==> src/rtl/hv_efuse_load_ctrl_if.sv <==
`default_nettype none
// +----------------------------------------------------------------------------+
// | Module  : hv_efuse_load_ctrl_if                                            |
// | Brief   : Request/done, eFuse macro and register-bank signals of the       |
// |           HV eFuse load responder, grouped with master/slave modports.     |
// | Revision: 1.0                                                              |
// +----------------------------------------------------------------------------+
interface hv_efuse_load_ctrl_if #(
    parameter int EFUSE_ADDR_W = 3,
    parameter int EFUSE_DATA_W = 8
);
    logic                    i_efuse_load_req;
    logic                    o_efuse_load_done;
    logic                    o_efuse_vld;
    logic                    o_efuse_chk_err;
    logic                    o_efuse_busy;
    logic [EFUSE_ADDR_W-1:0] o_efuse_addr;
    logic                    o_efuse_rden;
    logic [EFUSE_DATA_W-1:0] i_efuse_rdata;
    logic                    o_reg_efuse_wr_en;
    logic [EFUSE_ADDR_W-1:0] o_reg_efuse_wr_addr;
    logic [EFUSE_DATA_W-1:0] o_reg_efuse_wr_data;

    modport master (
        output i_efuse_load_req, i_efuse_rdata,
        input  o_efuse_load_done, o_efuse_vld, o_efuse_chk_err, o_efuse_busy,
        input  o_efuse_addr, o_efuse_rden,
        input  o_reg_efuse_wr_en, o_reg_efuse_wr_addr, o_reg_efuse_wr_data
    );

    modport slave (
        input  i_efuse_load_req, i_efuse_rdata,
        output o_efuse_load_done, o_efuse_vld, o_efuse_chk_err, o_efuse_busy,
        output o_efuse_addr, o_efuse_rden,
        output o_reg_efuse_wr_en, o_reg_efuse_wr_addr, o_reg_efuse_wr_data
    );
endinterface
`default_nettype wire

==> src/rtl/hv_efuse_load_ctrl.sv <==
`default_nettype none
// +----------------------------------------------------------------------------+
// | Module  : hv_efuse_load_ctrl                                               |
// | Brief   : Reads every eFuse word with programmed setup/strobe timing,      |
// |           copies it to the register bank and reports image validity.       |
// |           EFUSE_LOAD_CHKSUM_EN enables the XOR checksum / nonzero check.   |
// | Revision: 1.0                                                              |
// +----------------------------------------------------------------------------+
module hv_efuse_load_ctrl #(
    parameter int EFUSE_WORD_NUM = 8,
    parameter int EFUSE_ADDR_W   = 3,
    parameter int EFUSE_DATA_W   = 8,
    parameter int RD_SETUP_CYC   = 2,
    parameter int RD_PULSE_CYC   = 4
) (
    input  logic                 i_clk,
    input  logic                 i_rst_n,
    hv_efuse_load_ctrl_if.slave  bus
);

    localparam logic [2:0] c_st_idle    = 3'd0;
    localparam logic [2:0] c_st_setup   = 3'd1;
    localparam logic [2:0] c_st_strobe  = 3'd2;
    localparam logic [2:0] c_st_capture = 3'd3;
    localparam logic [2:0] c_st_check   = 3'd4;
    localparam logic [2:0] c_st_done    = 3'd5;

    localparam int c_cnt_max = (RD_SETUP_CYC > RD_PULSE_CYC) ? RD_SETUP_CYC : RD_PULSE_CYC;
    localparam int c_cnt_w   = (c_cnt_max > 1) ? $clog2(c_cnt_max) : 1;

    localparam logic [c_cnt_w-1:0]      c_setup_last = c_cnt_w'(RD_SETUP_CYC - 1);
    localparam logic [c_cnt_w-1:0]      c_pulse_last = c_cnt_w'(RD_PULSE_CYC - 1);
    localparam logic [EFUSE_ADDR_W-1:0] c_last_addr  = EFUSE_ADDR_W'(EFUSE_WORD_NUM - 1);

    logic [2:0]              r_state;
    logic [c_cnt_w-1:0]      r_cnt;
    logic [EFUSE_ADDR_W-1:0] r_addr;
    logic                    r_rden;
    logic                    r_busy;
    logic                    r_done;
    logic                    r_vld;
    logic                    r_wr_en;
    logic [EFUSE_ADDR_W-1:0] r_wr_addr;
    logic [EFUSE_DATA_W-1:0] r_wr_data;
    logic                    w_ok;

`ifdef EFUSE_LOAD_CHKSUM_EN
    logic [EFUSE_DATA_W-1:0] r_acc;
    logic [EFUSE_DATA_W-1:0] r_chk;
    logic                    r_nz;
    logic                    r_chk_err;

    assign w_ok                = (r_acc == r_chk) & r_nz;
    assign bus.o_efuse_chk_err = r_chk_err;
`else
    assign w_ok                = 1'b1;
    assign bus.o_efuse_chk_err = 1'b0;
`endif

    always_ff @(posedge i_clk or negedge i_rst_n) begin
        if (!i_rst_n) begin
            r_state   <= c_st_idle;
            r_cnt     <= '0;
            r_addr    <= '0;
            r_rden    <= 1'b0;
            r_busy    <= 1'b0;
            r_done    <= 1'b0;
            r_vld     <= 1'b0;
            r_wr_en   <= 1'b0;
            r_wr_addr <= '0;
            r_wr_data <= '0;
`ifdef EFUSE_LOAD_CHKSUM_EN
            r_acc     <= '0;
            r_chk     <= '0;
            r_nz      <= 1'b0;
            r_chk_err <= 1'b0;
`endif
        end else begin
            r_done  <= 1'b0;
            r_wr_en <= 1'b0;
            case (r_state)
                c_st_idle: begin
                    if (bus.i_efuse_load_req) begin
                        r_state <= c_st_setup;
                        r_cnt   <= '0;
                        r_addr  <= '0;
                        r_busy  <= 1'b1;
                        r_vld   <= 1'b0;
`ifdef EFUSE_LOAD_CHKSUM_EN
                        r_chk_err <= 1'b0;
                        r_acc     <= '0;
                        r_nz      <= 1'b0;
`endif
                    end
                end
                c_st_setup: begin
                    if (r_cnt == c_setup_last) begin
                        r_cnt   <= '0;
                        r_rden  <= 1'b1;
                        r_state <= c_st_strobe;
                    end else begin
                        r_cnt <= r_cnt + c_cnt_w'(1);
                    end
                end
                c_st_strobe: begin
                    // Macro data is only guaranteed while the strobe is high,
                    // so the word is latched on the last strobe cycle.
                    if (r_cnt == c_pulse_last) begin
                        r_cnt     <= '0;
                        r_rden    <= 1'b0;
                        r_wr_data <= bus.i_efuse_rdata;
                        r_state   <= c_st_capture;
                    end else begin
                        r_cnt <= r_cnt + c_cnt_w'(1);
                    end
                end
                c_st_capture: begin
                    r_wr_en   <= 1'b1;
                    r_wr_addr <= r_addr;
`ifdef EFUSE_LOAD_CHKSUM_EN
                    if (r_addr == c_last_addr) begin
                        r_chk <= r_wr_data;
                    end else begin
                        r_acc <= r_acc ^ r_wr_data;
                    end
                    r_nz <= r_nz | (|r_wr_data);
`endif
                    if (r_addr == c_last_addr) begin
                        r_state <= c_st_check;
                    end else begin
                        r_addr  <= r_addr + EFUSE_ADDR_W'(1);
                        r_state <= c_st_setup;
                    end
                end
                c_st_check: begin
                    // Result registers load here so they are visible in DONE.
                    r_done  <= 1'b1;
                    r_vld   <= w_ok;
`ifdef EFUSE_LOAD_CHKSUM_EN
                    r_chk_err <= ~w_ok;
`endif
                    r_state <= c_st_done;
                end
                c_st_done: begin
                    r_busy  <= 1'b0;
                    r_state <= c_st_idle;
                end
                default: begin
                    r_busy  <= 1'b0;
                    r_rden  <= 1'b0;
                    r_state <= c_st_idle;
                end
            endcase
        end
    end

    assign bus.o_efuse_load_done   = r_done;
    assign bus.o_efuse_vld         = r_vld;
    assign bus.o_efuse_busy        = r_busy;
    assign bus.o_efuse_addr        = r_addr;
    assign bus.o_efuse_rden        = r_rden;
    assign bus.o_reg_efuse_wr_en   = r_wr_en;
    assign bus.o_reg_efuse_wr_addr = r_wr_addr;
    assign bus.o_reg_efuse_wr_data = r_wr_data;

endmodule
`default_nettype wire

==> src/flat_wrapper.sv <==
// flat-port wrapper written by rule: the top's interface ports become plain ports
module hv_efuse_load_ctrl_flat 
#(
    parameter int EFUSE_WORD_NUM = 8,
    parameter int EFUSE_ADDR_W   = 3,
    parameter int EFUSE_DATA_W   = 8,
    parameter int RD_SETUP_CYC   = 2,
    parameter int RD_PULSE_CYC   = 4
)
  (i_clk, i_rst_n, bus_i_efuse_load_req, bus_i_efuse_rdata, bus_o_efuse_load_done, bus_o_efuse_vld, bus_o_efuse_chk_err, bus_o_efuse_busy, bus_o_efuse_addr, bus_o_efuse_rden, bus_o_reg_efuse_wr_en, bus_o_reg_efuse_wr_addr, bus_o_reg_efuse_wr_data);
  hv_efuse_load_ctrl_if #(.EFUSE_ADDR_W(EFUSE_ADDR_W), .EFUSE_DATA_W(EFUSE_DATA_W)) bus_i ();
  input  logic i_clk;
  input  logic i_rst_n;
  input wire logic [$bits(bus_i.i_efuse_load_req)-1:0] bus_i_efuse_load_req;
  input wire logic [$bits(bus_i.i_efuse_rdata)-1:0] bus_i_efuse_rdata;
  output wire logic [$bits(bus_i.o_efuse_load_done)-1:0] bus_o_efuse_load_done;
  output wire logic [$bits(bus_i.o_efuse_vld)-1:0] bus_o_efuse_vld;
  output wire logic [$bits(bus_i.o_efuse_chk_err)-1:0] bus_o_efuse_chk_err;
  output wire logic [$bits(bus_i.o_efuse_busy)-1:0] bus_o_efuse_busy;
  output wire logic [$bits(bus_i.o_efuse_addr)-1:0] bus_o_efuse_addr;
  output wire logic [$bits(bus_i.o_efuse_rden)-1:0] bus_o_efuse_rden;
  output wire logic [$bits(bus_i.o_reg_efuse_wr_en)-1:0] bus_o_reg_efuse_wr_en;
  output wire logic [$bits(bus_i.o_reg_efuse_wr_addr)-1:0] bus_o_reg_efuse_wr_addr;
  output wire logic [$bits(bus_i.o_reg_efuse_wr_data)-1:0] bus_o_reg_efuse_wr_data;
  assign bus_i.i_efuse_load_req = bus_i_efuse_load_req;
  assign bus_i.i_efuse_rdata = bus_i_efuse_rdata;
  assign bus_o_efuse_load_done = bus_i.o_efuse_load_done;
  assign bus_o_efuse_vld = bus_i.o_efuse_vld;
  assign bus_o_efuse_chk_err = bus_i.o_efuse_chk_err;
  assign bus_o_efuse_busy = bus_i.o_efuse_busy;
  assign bus_o_efuse_addr = bus_i.o_efuse_addr;
  assign bus_o_efuse_rden = bus_i.o_efuse_rden;
  assign bus_o_reg_efuse_wr_en = bus_i.o_reg_efuse_wr_en;
  assign bus_o_reg_efuse_wr_addr = bus_i.o_reg_efuse_wr_addr;
  assign bus_o_reg_efuse_wr_data = bus_i.o_reg_efuse_wr_data;
  hv_efuse_load_ctrl #(.EFUSE_WORD_NUM(EFUSE_WORD_NUM), .EFUSE_ADDR_W(EFUSE_ADDR_W), .EFUSE_DATA_W(EFUSE_DATA_W), .RD_SETUP_CYC(RD_SETUP_CYC), .RD_PULSE_CYC(RD_PULSE_CYC)) u_core (.i_clk(i_clk), .i_rst_n(i_rst_n), .bus(bus_i));
endmodule
==> config.mk <==
export PLATFORM = sky130hd
export DESIGN_NAME = hv_efuse_load_ctrl_flat
export DESIGN_NICKNAME = d
export VERILOG_FILES = /design/src/rtl/hv_efuse_load_ctrl_if.sv /design/src/rtl/hv_efuse_load_ctrl.sv /design/src/flat_wrapper.sv
export SDC_FILE = /design/constraint.sdc
export NUM_CORES = 1
export LEC_CHECK = 0
export BUFFER_PORTS_ARGS = -buffer_cell sky130_fd_sc_hd__buf_2
export CAP_MARGIN = 10
export CORE_MARGIN = 3
export CORE_UTILIZATION = 30
export DETAILED_ROUTE_END_ITERATION = 6
export PLACE_DENSITY = 0.61
export SYNTH_ARGS = -nofsm -noshare
export SYNTH_HDL_FRONTEND = slang
export SYNTH_SLANG_ARGS = --single-unit
==> constraint.sdc <==
create_clock -name i_clk -period 1.8 [get_ports i_clk]
set_input_delay 0.36 -clock i_clk [delete_from_list [all_inputs] [get_ports i_clk]]
set_output_delay 0.36 -clock i_clk [all_outputs]
set_load 0.02 [all_outputs]
==> flow_summary.toml, run 1 <==
[run_status]
status = "complete, no violations"

[yosys]
muxShareOfSynthArea = 0.121
synth_edf_count = 0
syn_nets = 107
async_flop_share = 1.00
yosys_register_bits = 24
synth.avg_cell_area_sq_um = 12.3
synth_simple_gate_area_frac = 0.120
ys_seq_area_frac = 0.537
netlist_area_sq_um = 1120
synth_cell_types = 33
synth_xor_area_frac = 0
yosys_warnings = 0
synth_flop_cell = "dfrtp_1"
synth_compound_area_frac = 0.115
synth_top_family_by_area = "multiplexers"
synthAdderAreaFrac = 0.0559
synthesis.instances = 91

[critical_path]
crit_arrival_ns = 1.81
crit_type = "flop to flop"
worstSetupEndpointType = "flop"
cpPeakStageDelay_ns = 0.42
crit_top_cell = "ha_1"
cp_max_fo = 4
r2r_slack_ns = 0.14
cp.required_ns = 1.95
crit_slowest_cell = "dfrtp_1"
critPathLaunchType = "flop"
regToRegEndpoint = "u_core.bus.o_efuse_addr[0]$_DFFE_PN0P_"
crit_chain = "ha_1, ha_1, and4bb_2, a21oi_1, mux2_2"
timing.rr.start = "u_core.bus.o_efuse_addr[0]$_DFFE_PN0P_"
reg2reg_depth = 5

[sta]
worst_pin_slew_ns = 0.512
min_period_over_period = 0.923
rsz0062_at_grt = "no"
maxSlewHeadroom = 0.658
setup_viol = 0
fmax_mhz = 602
fin_ws_ns = 0.139
layout_min_cycle_time_ns = 1.66
hold_ws_ns = 0.0555
drv_slew = 0
setup_tns_ns = 0
hold_violations = 0
finClkSkew_ns = 0.00464

[die]
die_x_um = 67.1
io_pins = 31
core-area_sq_um = 3470
start_util = 0.323
dieHeight_um = 67.1
rows = 21
fp.dieArea_sq_um = 4500

[placement]
dp_cells = 164
port_buffers = 29
pre_cts_slack_ns = 0.155
placed_area_sq_um = 1310
place.gp.congestion = 0.728
hpwlAfterDp_mm = 1.56

[clock_tree]
clk_root_buffer_cell = "clkbuf_8"
clk_pin_slew_ns = 0.08
cts_setup_buffers = 0
clock_latency_ns = 0.26
cts_tree = "yes"
cts_buffers = 3
cts_hold_buffers = 0
clk_path_buf_depth = 2
cts_resized = 0
cts_htree_levels = 1
clock-sinks = 24

[final_layout]
fin_nets = 139
synthToLayoutAreaGrowth_pct = 23.7
fin_util = 0.399
diodes = 0
drive_above_1_share = 0.426
final_cells = 168
fillCellCount = 348
final_area_sq_um = 1380

[global_route]
gr-total-overflow = 0
grt_pass1_wl_mm = 3.41
grt_pass1_vias = 796
antenna_found_initial = 0
grt.total_usage = 0.0970
grt_max_degree = 25

[route]
first_pass_iters = 4
drt_iter0_drc = 42
route.antenna.remaining_nets = 0
via_per_inst = 4.80
vias = 806
drcViolationCount = 0
post_drt_wl_per_cell_um = 12.3
routed_wl_mm = 2.07

[pwr]
ir_drop_mv = 0.721
p_leak_nw = 0.727
finalPower_mw = 2.23
p_per_area_nw_per_um2 = 1610

[job]
max_cap_viol_count = 0

[worst_hold_path]
min_path_type = "input pin to async pin"
==> worst max path at each step <==
stage                                                 from                                      to  slack [ns]  cells past startpoint
CTS                 u_core.bus.o_efuse_addr[0]$_DFFE_PN0P_  u_core.bus.o_efuse_addr[0]$_DFFE_PN0P_        0.14                      5
detailed placement  u_core.bus.o_efuse_addr[0]$_DFFE_PN0P_  u_core.bus.o_efuse_addr[0]$_DFFE_PN0P_        0.16                      5
global route        u_core.bus.o_efuse_addr[0]$_DFFE_PN0P_  u_core.bus.o_efuse_addr[0]$_DFFE_PN0P_        0.08                      5
finish              u_core.bus.o_efuse_addr[0]$_DFFE_PN0P_  u_core.bus.o_efuse_addr[0]$_DFFE_PN0P_        0.14                      5
floorplan           u_core.bus.o_efuse_addr[0]$_DFFE_PN0P_  u_core.bus.o_efuse_addr[0]$_DFFE_PN0P_        0.16                      5
global placement    u_core.bus.o_efuse_addr[0]$_DFFE_PN0P_  u_core.bus.o_efuse_addr[0]$_DFFE_PN0P_        0.24                      5
==> critical path, delay by kind of cell (launching register included) <==
kind / cells / cell delay, ns
fa+ha+maj: 2 / 0.41
simple gates: 1 / 0.34
compound gates: 1 / 0.08
flops: 1 / 0.42
mux: 1 / 0.29
==> cell usage in the layout (no fill, tap or decap), types with 3 or more instances in the layout <==
cell type	n
inv_1	6
o21ai_0	5
buf_2	29
buf_4	3
clkbuf_8	3
nor3_1	4
dfrtp_1	24
a21oi_1	3
mux2_2	12
ha_1	5
==> where the power goes <==
group,internal [mW],total (mW),switching [mW],leakage [nW]
clock,0.297,0.462,0.165,0.0357
sequential,0.724,0.846,0.121,0.310
combinational,0.409,0.921,0.511,0.382
total,1.43,2.23,0.798,0.727
==> flip-flops by register name, summed over array words and instances, names as in the netlist <==
register and flops:
u_core.r_cnt 2, u_core.bus.o_efuse_addr 3, u_core.bus.o_efuse_rden 1, u_core.bus.o_reg_efuse_wr_addr 3, u_core.r_state 3, u_core.bus.o_reg_efuse_wr_en 1
u_core.bus.o_reg_efuse_wr_data 8, u_core.bus.o_efuse_busy 1, u_core.bus.o_efuse_load_done 1, u_core.bus.o_efuse_vld 1
==> synth_stat cells, drive strengths merged (2+ instances only) <==
cell    count  area share
dfrtp      24        0.54
mux2       12        0.12
inv         6       0.020
ha          5       0.056
o21ai       5       0.022
nor3        4       0.018
a21oi       3       0.013
buf         3       0.021
nor3b       3       0.030
a21o        2       0.013
a22o        2       0.016
clkbuf      2      0.0067
nand2       2      0.0067
nand2b      2       0.018
nand3       2      0.0089
==> layer usage <==
| layer | up-vias | wire (um) | GRT usage |
|---|---|---|---|
| li1 | 382 | - | - |
| met1 | 389 | 890 | 0.100 |
| met2 | 35 | 979 | 0.185 |
| met3 | 0 | 204 | 0.0354 |
| met4 | 0 | 0 | 0.0177 |
| met5 | - | 0 | 0 |
==> logic make-up (layout without fill, tap and decap cells) <==
family / Yosys count / in the layout
muxes: 12 / 12
adders and majority gates: 5 / 5
other: 1 / 1
and+or+nand+nor: 19 / 19
buffers and inverters: 11 / 42
AOI/OAI and AO/OA: 19 / 19
DFF: 24 / 24
==> area by class of cell <==
type,count,area [sq um],share of cell area
Tap cell,46,57.6,0.0416
Inverter,6,22.5,0.0163
Clock inverter,1,30.0,0.0217
Sequential cell,24,601,0.434
Timing Repair Buffer,32,168,0.121
Multi-Input combinational cell,56,464,0.335
Clock buffer,3,41.3,0.0298
Power figures use the tool's default switching activity.
==> inputs of run 2 (changes only) <==
--- a/config.mk
+++ b/config.mk
@@ -5,6 +5,7 @@
 export SDC_FILE = /design/constraint.sdc
 export NUM_CORES = 1
 export LEC_CHECK = 0
+export ABC_AREA = 1
 export BUFFER_PORTS_ARGS = -buffer_cell sky130_fd_sc_hd__buf_2
 export CAP_MARGIN = 10
 export CORE_MARGIN = 3
==> flow_summary.toml, run 2 <==
[sta]
layout_min_cycle_time_ns = 1.44
hold_ws_ns = 0.0683
maxSlewHeadroom = 0.645
worst_pin_slew_ns = 0.532
setup_viol = 0
setup_tns_ns = 0
hold_violations = 0
finClkSkew_ns = 0.00282
fmax_mhz = 694
drv_slew = 0
rsz0062_at_grt = "no"
min_period_over_period = 0.800
fin_ws_ns = 0.360

[clock_tree]
cts_buffers = 3
clk_root_buffer_cell = "clkbuf_8"
clk_path_buf_depth = 2
clk_pin_slew_ns = 0.08
cts_setup_buffers = 0
clock-sinks = 24
cts_htree_levels = 1
cts_hold_buffers = 0
cts_resized = 0
clock_latency_ns = 0.26
cts_tree = "yes"

[global_route]
grt_max_degree = 25
grt_pass1_vias = 878
gr-total-overflow = 0
antenna_found_initial = 0
grt.total_usage = 0.113
grt_pass1_wl_mm = 3.88

[run_status]
status = "complete, no violations"

[placement]
port_buffers = 29
place.gp.congestion = 0.777
hpwlAfterDp_mm = 1.73
placed_area_sq_um = 1330
pre_cts_slack_ns = 0.367

[critical_path]
regToRegEndpoint = "u_core.r_state[0]$_DFFE_PN0P_"
timing.rr.start = "u_core.bus.o_efuse_addr[0]$_DFFE_PN0P_"
worstSetupEndpointType = "flop"
crit_arrival_ns = 1.63
crit_chain = "ha_1, ha_1, o21ai_0, nand2_1, o21ai_1"
reg2reg_depth = 5
crit_slowest_cell = "dfrtp_1"
crit_type = "flop to flop"
crit_top_cell = "ha_1"
cp_max_fo = 5
cp.required_ns = 1.99
critPathLaunchType = "flop"
r2r_slack_ns = 0.36
cpPeakStageDelay_ns = 0.45

[final_layout]
drive_above_1_share = 0.292
fin_nets = 172
final_cell_mix = "nand2_1 (38), buf_2 (29), dfrtp_1 (24)"
layout_commonest_cell = "nand2_1"
diodes = 0
largest_reg_flops = 8
final_area_sq_um = 1370
synthToLayoutAreaGrowth_pct = 19.2
fin_util = 0.391

[pwr]
ir_drop_mv = 0.813
p_leak_nw = 0.737
p_per_area_nw_per_um2 = 1770

[die]
start_util = 0.328
fp.dieArea_sq_um = 4600
dieHeight_um = 67.8
io_pins = 31
die_x_um = 67.8
rows = 21
core-area_sq_um = 3490

[yosys]
synth.area.top_cells = "dfrtp_1 (52%), nand2_1 (12%), nand3_1 (6.6%)"
synth_edf_count = 0
synthesis.instances = 125
yosysMostFrequentCell = "nand2_1"
yosys.area.top_type_share = 0.524
ys_seq_area_frac = 0.524
synth_flop_cell = "dfrtp_1"
yosysTopAreaCell = "dfrtp_1"
syn_nets = 141
yosys_warnings = 0
synth_common_cells = "nand2_1 (38), dfrtp_1 (24), nand3_1 (15)"
yosys_register_bits = 24
netlist_area_sq_um = 1150
synth.avg_cell_area_sq_um = 9.17
async_flop_share = 1.00
synth_cell_types = 24

[route]
first_pass_iters = 4
vias = 915
drt_iter0_drc = 25
route.antenna.remaining_nets = 0
routed_wl_mm = 2.24
post_drt_wl_per_cell_um = 11.2
via_per_inst = 4.58
drcViolationCount = 0

[worst_hold_path]
min_path_type = "input pin to async pin"

[job]
max_cap_viol_count = 0
[run 2: layer usage]
layer	up-vias	wire, um	track usage
met5	-	0	0
met4	0	27	0.0372
met3	5	173	0.0394
met2	34	1050	0.182
met1	422	985	0.140
li1	454	-	-
[run 2: where the power goes]
| part | internal, mW | total, mW | leakage [nW] | switching (mW) |
|---|---|---|---|---|
| Clock | 0.150 | 0.307 | 0.0216 | 0.158 |
| Sequential | 0.764 | 0.940 | 0.290 | 0.176 |
| Combinational | 0.412 | 1.17 | 0.426 | 0.755 |
| Total | 1.33 | 2.41 | 0.737 | 1.09 |
[run 2: worst max-delay path, delay by kind of cell, from the launching register on]
kind                       cells  cell delay [ns]
adders and majority gates      2             0.53
and+or+nand+nor                1             0.07
AOI/OAI and AO/OA              2             0.33
DFF                            1             0.45
[run 2: how the worst max path moves through the flow]
stage          cells past startpoint                            end                              startpoint  slack [ns]
6_report                           5  u_core.r_state[0]$_DFFE_PN0P_  u_core.bus.o_efuse_addr[0]$_DFFE_PN0P_        0.36
5_1_grt                            5  u_core.r_state[1]$_DFFE_PN0P_             u_core.r_cnt[0]$_DFFE_PN0P_        0.24
3_3_place_gp                       5  u_core.r_state[0]$_DFFE_PN0P_  u_core.bus.o_efuse_addr[0]$_DFFE_PN0P_        0.44
4_1_cts                            5  u_core.r_state[0]$_DFFE_PN0P_  u_core.bus.o_efuse_addr[0]$_DFFE_PN0P_        0.35
2_1_floorplan                      5  u_core.r_state[0]$_DFFE_PN0P_  u_core.bus.o_efuse_addr[0]$_DFFE_PN0P_        0.37
3_5_place_dp                       5  u_core.r_state[0]$_DFFE_PN0P_  u_core.bus.o_efuse_addr[0]$_DFFE_PN0P_        0.37
[run 2: cells by family (layout without fill, tap and decap cells)]
| logic type | Yosys count | in the layout | synth area share |
|---|---|---|---|
| compound gates | 11 | 11 | 0.0633 |
| fa+ha+maj | 5 | 5 | 0.0546 |
| buf+inv | 17 | 46 | 0.0720 |
| flops | 24 | 24 | 0.524 |
| other cells | 1 | 1 | 0.00327 |
| simple gates | 67 | 67 | 0.283 |
[run 2: final cells by class]
type | count | area, sq um
repair buffers | 30 | 153
fillers | 362 | 2130
well taps | 46 | 57.6
multi-input cells | 84 | 463
clock buffers | 3 | 41.3
flip-flops and latches | 24 | 601
inverters | 13 | 51.3
[run 2: per-stage QoR]
step,power [mW],std cells
after floorplan,1.81,125
after global placement,2.10,197
after detailed placement,2.14,197
after CTS,2.46,200
after global routing,2.67,200
final,2.41,200
